<file path="src/rtl/run_length_adjust_pkg.sv">
// Shared JPEG-LS run-mode parameters: count widths and the run-index (J) table
// used by the run counter, this residual stage and the run-interruption encoder.
package run_length_adjust_pkg;

    localparam int runcount_length = 16;
    localparam int runindex_length = 5;
    localparam int J_TABLE_SIZE    = 32;

    // J[RUNindex]: each full block coded in run mode covers 1 << J samples
    localparam logic [3:0] J_TABLE [0:J_TABLE_SIZE-1] = '{
        4'd0,  4'd0,  4'd0,  4'd0,  4'd1,  4'd1,  4'd1,  4'd1,
        4'd2,  4'd2,  4'd2,  4'd2,  4'd3,  4'd3,  4'd3,  4'd3,
        4'd4,  4'd4,  4'd5,  4'd5,  4'd6,  4'd6,  4'd7,  4'd7,
        4'd8,  4'd9,  4'd10, 4'd11, 4'd12, 4'd13, 4'd14, 4'd15
    };

    function automatic int unsigned j_block_len(input logic [runindex_length-1:0] idx);
        return 32'd1 << J_TABLE[idx];
    endfunction

endpackage

</file>
<file path="src/rtl/run_length_adjust_sat_sub.sv">
// Unsigned saturating subtractor: a - b clamped at zero, with a borrow flag
// raised whenever b exceeds a.
module run_length_adjust_sat_sub #(
    parameter int W = 16
) (
    input  logic [W-1:0] a,
    input  logic [W-1:0] b,
    output logic [W-1:0] diff,
    output logic         borrow
);

    logic [W:0] w_wide_diff;

    // One extra bit so the MSB of the wide result is the borrow
    assign w_wide_diff = {1'b0, a} - {1'b0, b};
    assign borrow      = w_wide_diff[W];
    assign diff        = w_wide_diff[W] ? '0 : w_wide_diff[W-1:0];

endmodule

</file>
<file path="src/rtl/run_length_adjust.sv">
// JPEG-LS run residual: run_length minus the block lengths already coded,
// saturated at zero, registered one cycle after the operands.
module run_length_adjust
    import run_length_adjust_pkg::*;
#(
    parameter int runcount_length = run_length_adjust_pkg::runcount_length
) (
    input  logic                       clk,
    input  logic                       reset_n,
    input  logic                       in_valid,
    input  logic [runcount_length-1:0] run_length,
    input  logic [runcount_length-1:0] remainder_subtract_accum,
    output logic                       out_valid,
    output logic [runcount_length-1:0] run_length_remainder,
    output logic                       underflow
);

    logic [runcount_length-1:0] w_diff;
    logic                       w_borrow;

    logic                       r_out_valid;
    logic [runcount_length-1:0] r_remainder;
    logic                       r_underflow;

    run_length_adjust_sat_sub #(
        .W (runcount_length)
    ) u_sat_sub (
        .a      (run_length),
        .b      (remainder_subtract_accum),
        .diff   (w_diff),
        .borrow (w_borrow)
    );

    // Result fields only load on valid operands so they hold across idle cycles
    always_ff @(posedge clk or negedge reset_n) begin
        if (!reset_n) begin
            r_out_valid <= 1'b0;
            r_remainder <= '0;
            r_underflow <= 1'b0;
        end else begin
            r_out_valid <= in_valid;
            if (in_valid) begin
                r_remainder <= w_diff;
                r_underflow <= w_borrow;
            end
        end
    end

    assign out_valid            = r_out_valid;
    assign run_length_remainder = r_remainder;
    assign underflow            = r_underflow;

endmodule

</file>
<file path="config.mk">
export PLATFORM = sky130hd
export DESIGN_NAME = run_length_adjust
export DESIGN_NICKNAME = d
export VERILOG_FILES = /design/src/rtl/run_length_adjust_pkg.sv /design/src/rtl/run_length_adjust_sat_sub.sv /design/src/rtl/run_length_adjust.sv
export SDC_FILE = /design/constraint.sdc
export NUM_CORES = 1
export LEC_CHECK = 0
export ABC_AREA = 0
export BUFFER_PORTS_ARGS = -buffer_cell sky130_fd_sc_hd__buf_2
export CAP_MARGIN = 10
export CORE_MARGIN = 4
export CORE_UTILIZATION = 45
export CTS_CLUSTER_SIZE = 28
export DETAILED_ROUTE_END_ITERATION = 10
export PLACE_DENSITY_LB_ADDON = 0.15
export SETUP_SLACK_MARGIN = 0.3
export SLEW_MARGIN = 20
export SYNTH_ARGS = -nofsm -noshare
export SYNTH_HDL_FRONTEND = slang
export SYNTH_SLANG_ARGS = --single-unit
</file>
<file path="constraint.sdc">
create_clock -name clk -period 1.3 [get_ports clk]
set_clock_uncertainty 0.1 [all_clocks]
set_input_delay 0.195 -clock clk [delete_from_list [all_inputs] [get_ports clk]]
set_output_delay 0.195 -clock clk [all_outputs]
set_load 0.005 [all_outputs]
</file>
==> impl_metrics.py, run 1 <==
metrics = {
    "outcome": {
        "status": "finished with violations",
        "violations": "setup timing",
    },
    "die": {
        "die_w_um": 66.46,
        "die-area_um2": 4416,
        "initial_core_util_pct": 48.77,
        "std_cell_rows": 20,
        "die_height_um": 66.46,
        "io_pins": 53,
        "design.core.area_um2": 3153,
    },
    "synth": {
        "synth-seq-area-share_pct": 29.29,
        "synth_flop_cell": "dfrtp_1",
        "ys_ff_latch": 18,
        "synth_async_sr_flop_share_pct": 100.0,
        "synth_fp_nets": 216,
        "ys_warn_count": 0,
        "synth_area_leaders": "dfrtp_1 29%, ha_1 14%, o2bb2ai_1 6.8%, inv_1 6.3%, xor2_1 4.0%",
        "yosysTopAreaCell": "dfrtp_1",
        "synthesis.area_um2": 1538,
        "synth_edf_count": 0,
        "synth_top_cell_area_share_pct": 29.29,
        "synth_cells": 163,
        "syn_area_per_cell_um2": 9.434,
        "ys_types": 45,
    },
    "final_layout": {
        "multiInputGateArea_um2": 1162,
        "ff_latch_area_um2": 450.4,
        "nets": 340,
        "synthToLayoutAreaGrowth_pct": 69.73,
        "layout_commonest_cell": "buf_4",
        "drive_above_1_share_pct": 54.55,
        "fin_area_um2": 2610,
        "layout.filler_cells": 190,
        "n_antenna_cell": 0,
        "final_cell_mix": "67 x buf_4, 49 x buf_2, 24 x inv_1",
        "instances_no_fill": 330,
    },
    "placement": {
        "placed_cells": 297,
        "dpl_cell_area_um2": 2192,
        "pre_cts_slack_ns": -1.013,
        "io_buffers": 52,
        "post-dp-hpwl_mm": 3.457,
        "place_congestion": 0.8504,
    },
    "pwr": {
        "leakage_nw": 1.386,
        "ir_worst_vdd_v": 0.0004256,
        "p_per_area_nw_per_um2": 845.2,
    },
    "critical_path": {
        "critPathMaxFanout": 8,
        "worstPathArrival_ns": 2.02,
        "crit_required_ns": 1.41,
        "crit_family": "compound AO/OA/AOI/OAI gates",
        "worst_setup_path_start_kind": "input port",
        "end_kind": "register",
        "rr_startpoint": "run_length_remainder[14]",
        "crit_type": "in -> reg",
        "critical_path.max_stage_delay_ns": 0.36,
        "cp_num_buf_inv": 3,
        "critPathLaunch": "run_length[0]",
        "cp_slowest_cell": "fa_2",
        "crit_chain": "buf_8, inv_12, ha_4, fa_2, nand2b_4, a21oi_4, a211oi_4, o311ai_4, buf_4, o21ai_4, o2bb2ai_1",
    },
    "clocking": {
        "insertion_delay_ns": 0.29,
        "root_buffer": "clkbuf_4",
        "cts_tree": "done",
        "h-tree-depth": 1,
        "clk_pin_slew_ns": 0.13,
        "clk_path_buf_depth": 2,
        "cts.sinks": 18,
        "cts_buffers": 3,
    },
    "detailed_routing": {
        "drtIter0Drc": 164,
        "wirelength_mm": 5.560,
        "drt_first_pass_iters": 4,
        "drc": 0,
        "via_per_inst": 5.409,
        "wire_per_inst_um": 16.85,
        "antenna_left": 0,
        "dr_total_vias": 1785,
    },
    "sta": {
        "rsz0062_at_grt": "true",
        "tightest_slew_ns": 0.4277,
        "finalSetupViolations": 17,
        "maxSlewHeadroom_pct": 71.49,
        "final_max_slew_viol_count": 0,
        "timing.final.crit_period_ns": 1.905,
        "timing.final.ws_setup_ns": -0.6055,
        "fmax_mhz": 524.8,
        "finalHoldViolations": 0,
        "fin_crit_sh_pct": 146.6,
        "fin_tns_setup_ns": -8.448,
    },
    "hold_path": {
        "hold_start": "in_valid",
        "worstHoldPathType": "in -> reg",
    },
    "run": {
        "cap_violations": 0,
    },
    "global_routing": {
        "grt_pass1_wl_mm": 7.279,
        "first_global_vias": 1739,
        "grtUsageTotal_pct": 20.73,
        "grt_max_degree": 19,
        "antenna_found_initial": 0,
        "overflow": 0,
    },
}
[routing by layer]
layer | up-vias | routed length, µm | GRT usage [%]
met5 | - | 0 | 0
met4 | 0 | 220 | 2.792
met3 | 20 | 312 | 1.686
met2 | 84 | 2908 | 40.52
met1 | 839 | 2118 | 24.77
li1 | 842 | - | -
[cells by family (layout without fill, tap and decap cells)]
logic type	Yosys count	count (layout)	synth area share, %
AO/OA/AOI/OAI	61	62	32.39
buffers and inverters	28	150	7.323
AND/OR/NAND/NOR	27	27	9.439
adder cells (fa/ha/maj)	18	18	15.13
flip-flops	18	18	29.29
XOR/XNOR	9	9	5.126
multiplexers	2	2	1.302
[cell type report]
class,count,share of cell area [%]
timing repair buffer,120,30.49
inverter,26,4.219
clock buffer,4,1.390
sequential,18,17.26
multi-input combinational,118,44.53
tap,44,2.109
[flip-flops by register name, indices dropped and copies added, names as in the netlist]
| register | cells |
|---|---|
| out_valid | 1 |
| run_length_remainder | 16 |
| underflow | 1 |
[final timing paths]
kind | end | slack [ns] | cells after the start
max in group asynchronous | run_length_remainder[15] | 0.54 | 2
worst max-delay path | run_length_remainder[0] | -0.61 | 11
worst min register to register | run_length_remainder[6] | 0.41 | 1
worst min-delay path | out_valid | 0.08 | 2
min in group asynchronous | run_length_remainder[1] | 0.24 | 2
worst max register to register | run_length_remainder[14] | 0.17 | 2
[where the power goes]
| group | switching (mW) | internal [mW] | total [mW] | leakage [nW] |
|---|---|---|---|---|
| registers | 0.0464 | 0.635 | 0.681 | 0.236 |
| clock network | 0.198 | 0.171 | 0.368 | 0.0210 |
| logic | 0.540 | 0.616 | 1.16 | 1.13 |
[timing repair]
| item | in CTS | in global routing |
|---|---|---|
| endpoints found under the setup margin | 35 | 35 |
| hold buffers | 1 | 0 |
| hold endpoints to repair | 18 | 0 |
| gates cloned | 0 | 1 |
| buffers inserted | 12 | 15 |
| resized for setup | 16 | 19 |
| pin swaps | 16 | 17 |
[cell usage after synthesis (all sizes together) (2+ instances only)]
cell type,instances
a211oi,4
a21o,5
a21oi,10
and3,2
dfrtp,18
ha,17
inv,26
mux2i,2
nand2,6
nand2b,3
nand3,3
nor2,5
nor2b,2
nor3,2
o211ai,3
o21ai,12
o21bai,2
o2bb2ai,12
o32ai,2
xnor2,2
xor2,7
[worst register-to-register path: cells and delay by family (launching register included)]
family,cells,cell delay (ns)
compound gates,2,0.47
flops,1,0.43
[per-stage QoR]
stage	power, mW	hold slack (ns)	util (%)
after global placement	1.510	0.03881	69.52
final	2.206	0.07653	82.78
after floorplan	1.154	-0.2006	-
after CTS	1.995	0.05169	75.83
after detailed placement	1.541	0.05320	69.52
after global routing	2.335	0.06955	82.78
No activity file was read; power rests on OpenSTA's default activity.
==> run 2, diff against run 1 <==
--- a/config.mk
+++ b/config.mk
@@ -15,4 +15,5 @@
 export PLACE_DENSITY_LB_ADDON = 0.15
 export SETUP_SLACK_MARGIN = 0.3
+export SKIP_LAST_GASP = 1
 export SLEW_MARGIN = 20
 export SYNTH_ARGS = -nofsm -noshare
==> constraint.sdc (replaced) <==
create_clock -name clk -period 1.3 [get_ports clk]
set_clock_uncertainty 0.1 [all_clocks]
set_input_delay 0.195 -clock clk [delete_from_list [all_inputs] [get_ports clk]]
set_output_delay 0.195 -clock clk [all_outputs]
set_load 0.02 [all_outputs]
==> run 2 against run 1 <==
- the flow still finishes with violations (setup timing)
- hold slack worse by 0.024 ns
- fmax grew 0.27%
- wire length increased by 1.3%
- cell area is 1.2% higher
- total power is 7.6% higher
- non-clock buffer count unchanged
- sequential power grew 3%
- global-route usage increased by 1.6 points
- first-iteration DRC count fell by 16%
- combinational power grew 12%
- critical path depth fell by 2
- cell count fell by 0.30%
- critical path type unchanged
- highest routed layer unchanged
==> impl_metrics.py, run 2 (synthesis results as in run 1) <==
metrics = {
    "outcome": {
        "status": "finished with violations",
        "violations": "setup timing",
    },
    "critical_path": {
        "crit_required_ns": 1.42,
        "regToRegSetupSlack_ns": 0.08,
        "worstPathArrival_ns": 2.02,
        "worst_setup_path_start_kind": "input port",
        "crit_type": "in -> reg",
        "critPathMaxFanout": 5,
        "end_kind": "register",
    },
    "detailed_routing": {
        "wire_per_inst_um": 17.12,
        "wirelength_mm": 5.633,
        "drtIter0Drc": 138,
        "antenna_left": 0,
        "dr_total_vias": 1802,
        "via_per_inst": 5.477,
        "drt_first_pass_iters": 4,
        "drc": 0,
    },
    "global_routing": {
        "grt_max_degree": 19,
        "antenna_found_initial": 0,
        "overflow": 0,
        "grtUsageTotal_pct": 22.38,
        "grt_pass1_wl_mm": 7.741,
        "first_global_vias": 1755,
    },
    "final_layout": {
        "layout.filler_cells": 181,
        "n_antenna_cell": 0,
        "nets": 339,
        "largest_reg_flops": 16,
        "final_cell_mix": "66 x buf_4, 31 x buf_2, 25 x inv_1",
        "finalCoreUtilization_pct": 83.81,
        "synthToLayoutAreaGrowth_pct": 71.85,
        "layout_commonest_cell": "buf_4",
        "drive_above_1_share_pct": 51.23,
    },
    "clocking": {
        "cts.sinks": 18,
        "cts_tree": "done",
        "insertion_delay_ns": 0.31,
        "cts_buffers": 3,
        "clk_pin_slew_ns": 0.13,
        "h-tree-depth": 1,
        "clk_path_buf_depth": 2,
        "root_buffer": "clkbuf_4",
    },
    "sta": {
        "timing.final.ws_setup_ns": -0.6003,
        "finalSetupViolations": 17,
        "rsz0062_at_grt": "true",
        "maxSlewHeadroom_pct": 69.80,
        "fin_tns_setup_ns": -8.463,
        "fin_crit_sh_pct": 146.2,
        "finalHoldViolations": 0,
        "timing.final.crit_period_ns": 1.900,
        "final_max_slew_viol_count": 0,
        "tightest_slew_ns": 0.4531,
        "fmax_mhz": 526.2,
    },
    "pwr": {
        "p_sw_share_pct": 37.04,
        "leakage_nw": 1.407,
        "sequentialPowerShare_pct": 29.5,
        "comb_power_share_pct": 54.7,
        "ir_worst_vdd_v": 0.0004136,
        "switchingPower_uw": 879.3,
        "p_per_area_nw_per_um2": 898.3,
        "cell_internal_pwr_mw": 1.494,
        "clock_power_share_pct": 15.8,
    },
    "run": {
        "cap_violations": 0,
    },
    "placement": {
        "place_congestion": 0.8504,
        "io_buffers": 52,
        "post-dp-hpwl_mm": 3.457,
    },
    "die": {
        "die_w_um": 66.46,
        "die_height_um": 66.46,
        "std_cell_rows": 20,
        "initial_core_util_pct": 48.77,
        "die-area_um2": 4416,
        "design.core.area_um2": 3153,
        "io_pins": 53,
    },
    "hold_path": {
        "worstHoldPathType": "in -> reg",
    },
}
[run 2: layer usage]
| layer | GRT usage, % | vias to the layer above | part of all wire [%] |
|---|---|---|---|
| met3 | 1.686 | 16 | 5.8 |
| met5 | 0 | - | 0 |
| met2 | 45.72 | 84 | 52 |
| met4 | 2.792 | 0 | 2.9 |
| li1 | - | 839 | - |
| met1 | 25.23 | 863 | 39 |
[run 2: worst paths after layout]
path	to	depth (start not counted)	start
setup / recovery	run_length_remainder[13]	9	remainder_subtract_accum[3]
setup reg to reg	run_length_remainder[14]	2	run_length_remainder[14]
hold reg to reg	run_length_remainder[6]	1	run_length_remainder[6]
min in group asynchronous	run_length_remainder[7]	2	reset_n
hold / removal	out_valid	2	in_valid
max in group asynchronous	run_length_remainder[9]	2	reset_n
[run 2: area by class of cell]
cell class                      count  area [µm²]  share of cell area [%]
Inverter                           26       110.1                   4.167
Clock buffer                        4       36.28                   1.373
Sequential cell                    18       450.4                   17.05
Multi-Input combinational cell    117        1070                   40.48
Timing Repair Buffer              120       920.9                   34.85
Tap cell                           44       55.05                   2.083
[run 2: timing repair]
item / CTS / global route
setup buffers: 12 / 15
setup endpoints to repair: 35 / 35
hold buffers: 1 / 0
pin swaps: 12 / 9
resized for setup: 48 / 8
hold endpoints to repair: 18 / 0
[run 2: power groups by stage]
stage               Clock [mW]  Combinational [mW]  Sequential [mW]
floorplan                    0               0.461            0.781
global placement             0               0.916            0.686
detailed placement           0               0.944            0.689
CTS                      0.356                1.14            0.692
global route             0.398                1.39            0.706
finish                   0.375                1.30            0.700
[run 2: worst max-delay path, cell delays in order]
cell and delay [ns]:
buf_2 0.08, inv_1 0.03, ha_1 0.36, a21oi_1 0.12
nor2b_4 0.15, a2111oi_4 0.41, o211ai_1 0.22, and3b_1 0.23
o32ai_2 0.21
[run 2: metrics by stage]
stage | hold WS (ns) | std cells | area [µm²] | worst slack, ns | power (mW)
6_report | 0.05253 | 329 | 2643 | -0.6003 | 2.374
5_1_grt | 0.04304 | 329 | 2643 | -0.6434 | 2.492
4_1_cts | 0.05169 | 314 | 2487 | -0.5999 | 2.183
3_5_place_dp | 0.05320 | 297 | 2192 | -1.013 | 1.633
3_3_place_gp | 0.03881 | 297 | 2192 | -0.9390 | 1.602
2_1_floorplan | -0.2006 | 163 | 1592 | -0.7141 | 1.242
==> run 3, diff against run 2 <==
GPL_TIMING_DRIVEN = 0   (was default)
==> run 3 against run 2 <==
- largest cell class unchanged
- cell count decreased by 10%
- via count decreased by 10%
- fmax increased by 2.2%
- non-clock buffer count decreased by 34
- global-route usage decreased by 2.7 points
- highest routed layer unchanged
- the flow still finishes with violations (setup timing)
- first-iteration DRC count decreased by 22%
- largest power group unchanged
- critical path type unchanged
- critical path depth increased by 2
- total power decreased by 3.3%
- wire length decreased by 17%
- die area unchanged
- core utilization decreased by 4.5 points
- cell area decreased by 5.4%
==> impl_metrics.py, run 3 (synthesis results as in run 1) <==
metrics = {
    "die": {
        "die_height_um": 66.46,
        "die-area_um2": 4416,
        "std_cell_rows": 20,
        "io_pins": 53,
        "initial_core_util_pct": 48.77,
        "die_w_um": 66.46,
        "design.core.area_um2": 3153,
    },
    "sta": {
        "final_max_slew_viol_count": 0,
        "maxSlewHeadroom_pct": 38.43,
        "fmax_mhz": 537.7,
        "finalSetupViolations": 17,
        "timing.final.ws_setup_ns": -0.5598,
        "fin_tns_setup_ns": -8.734,
        "finalHoldViolations": 0,
        "fin_crit_sh_pct": 143.1,
        "tightest_slew_ns": 0.9235,
        "hold_ws_ns": 0.06137,
        "timing.final.crit_period_ns": 1.860,
        "rsz0062_at_grt": "true",
    },
    "pwr": {
        "ir_worst_vdd_v": 0.0005526,
        "p_per_area_nw_per_um2": 918.5,
        "leakage_nw": 1.265,
    },
    "global_routing": {
        "grt_util_met3_pct": 2.867,
        "grtUsageTotal_pct": 19.67,
        "first_global_vias": 1554,
        "grt_pass1_wl_mm": 6.837,
        "use_met2_pct": 34.82,
        "antenna_found_initial": 0,
        "grtUsageMet1_pct": 25.16,
        "grt-busiest-layer": "met2",
        "grt_max_degree": 19,
        "overflow": 0,
    },
    "final_layout": {
        "instances_no_fill": 295,
        "synthToLayoutAreaGrowth_pct": 62.57,
        "finalCoreUtilization_pct": 79.29,
        "final_cell_mix": "31 x buf_2, 27 x buf_4, 25 x inv_1",
        "n_antenna_cell": 0,
        "layout.filler_cells": 209,
        "largest_reg_flops": 16,
        "drive_above_1_share_pct": 49.80,
        "nets": 305,
        "layout_commonest_cell": "buf_2",
    },
    "detailed_routing": {
        "via_per_inst": 5.485,
        "drt_first_pass_iters": 5,
        "wire_per_inst_um": 15.80,
        "drtIter0Drc": 108,
        "wirelength_mm": 4.662,
        "drc": 0,
        "antenna_left": 0,
        "dr_total_vias": 1618,
    },
    "placement": {
        "post-dp-hpwl_mm": 2.919,
        "pre_cts_slack_ns": -1.098,
        "placed_cells": 259,
        "io_buffers": 52,
        "place_congestion": 0.9497,
    },
    "critical_path": {
        "worstPathArrival_ns": 1.94,
        "worst_setup_path_start_kind": "input port",
        "end_kind": "register",
        "crit_required_ns": 1.38,
        "critPathMaxFanout": 2,
        "crit_type": "in -> reg",
    },
    "outcome": {
        "violations": "setup timing",
        "status": "finished with violations",
    },
    "run": {
        "cap_violations": 0,
    },
    "clocking": {
        "cts.sinks": 18,
        "clk_pin_slew_ns": 0.11,
        "cts_tree": "done",
        "clk_path_buf_depth": 2,
        "insertion_delay_ns": 0.30,
        "h-tree-depth": 1,
        "root_buffer": "clkbuf_4",
        "cts_buffers": 3,
    },
    "hold_path": {
        "worstHoldPathType": "in -> reg",
    },
}
-- run 3: final timing paths --
| path | cells past startpoint | to | slack [ns] | startpoint |
|---|---|---|---|---|
| max | 11 | run_length_remainder[14] | -0.56 | run_length[0] |
| min | 2 | run_length_remainder[13] | 0.06 | in_valid |
| max reg2reg | 2 | run_length_remainder[14] | 0.21 | run_length_remainder[14] |
| min reg2reg | 2 | run_length_remainder[5] | 0.51 | run_length_remainder[5] |
| max in group asynchronous | 2 | run_length_remainder[4] | 0.52 | reset_n |
| min in group asynchronous | 2 | out_valid | 0.28 | reset_n |
-- run 3: cell type report --
type	count	area (µm²)	share of cell area [%]
Sequential cell	18	450.4	18.02
Tap cell	44	55.05	2.202
Multi-Input combinational cell	117	1181	47.25
Timing Repair Buffer	84	651.9	26.08
Buffer	2	15.01	0.6006
Inverter	26	110.1	4.404
Clock buffer	4	36.28	1.451
-- run 3: per-stage QoR --
stage | area [µm²] | total power [mW]
finish | 2500 | 2.296
global route | 2500 | 2.424
CTS | 2293 | 2.124
detailed placement | 1907 | 1.484
global placement | 1907 | 1.465
floorplan | 1592 | 1.242
-- run 3: critical path: stages --
cell and delay (ns):
buf_8 0.09, inv_12 0.03, ha_4 0.15, fa_2 0.34
nand2b_4 0.17, a21oi_4 0.15, a211oi_4 0.06, o311ai_4 0.31
buf_6 0.16, mux2i_1 0.19, a22oi_1 0.08
-- run 3: timing repair --
action,4_1_cts,5_1_grt
resized for setup,51,28
endpoints found under the setup margin,35,35
pin swaps,18,17
gates cloned,1,0
endpoints found under the hold margin,19,0
setup buffers,18,11
hold buffers,2,0
-- run 3: power by group --
| part | total (mW) | leakage, nW | switching [mW] | internal [mW] |
|---|---|---|---|---|
| Sequential | 0.696 | 0.236 | 0.0603 | 0.635 |
| Combinational | 1.24 | 1.01 | 0.610 | 0.626 |
| Clock | 0.364 | 0.0210 | 0.194 | 0.171 |
-- run 3: metal layers --
metal,share of wire (%),routed length [µm],vias to the layer above
met4,0.54,25,0
met2,52,2430,74
met3,5.9,273,8
met1,41,1932,767
li1,-,-,769
met5,0,0,-
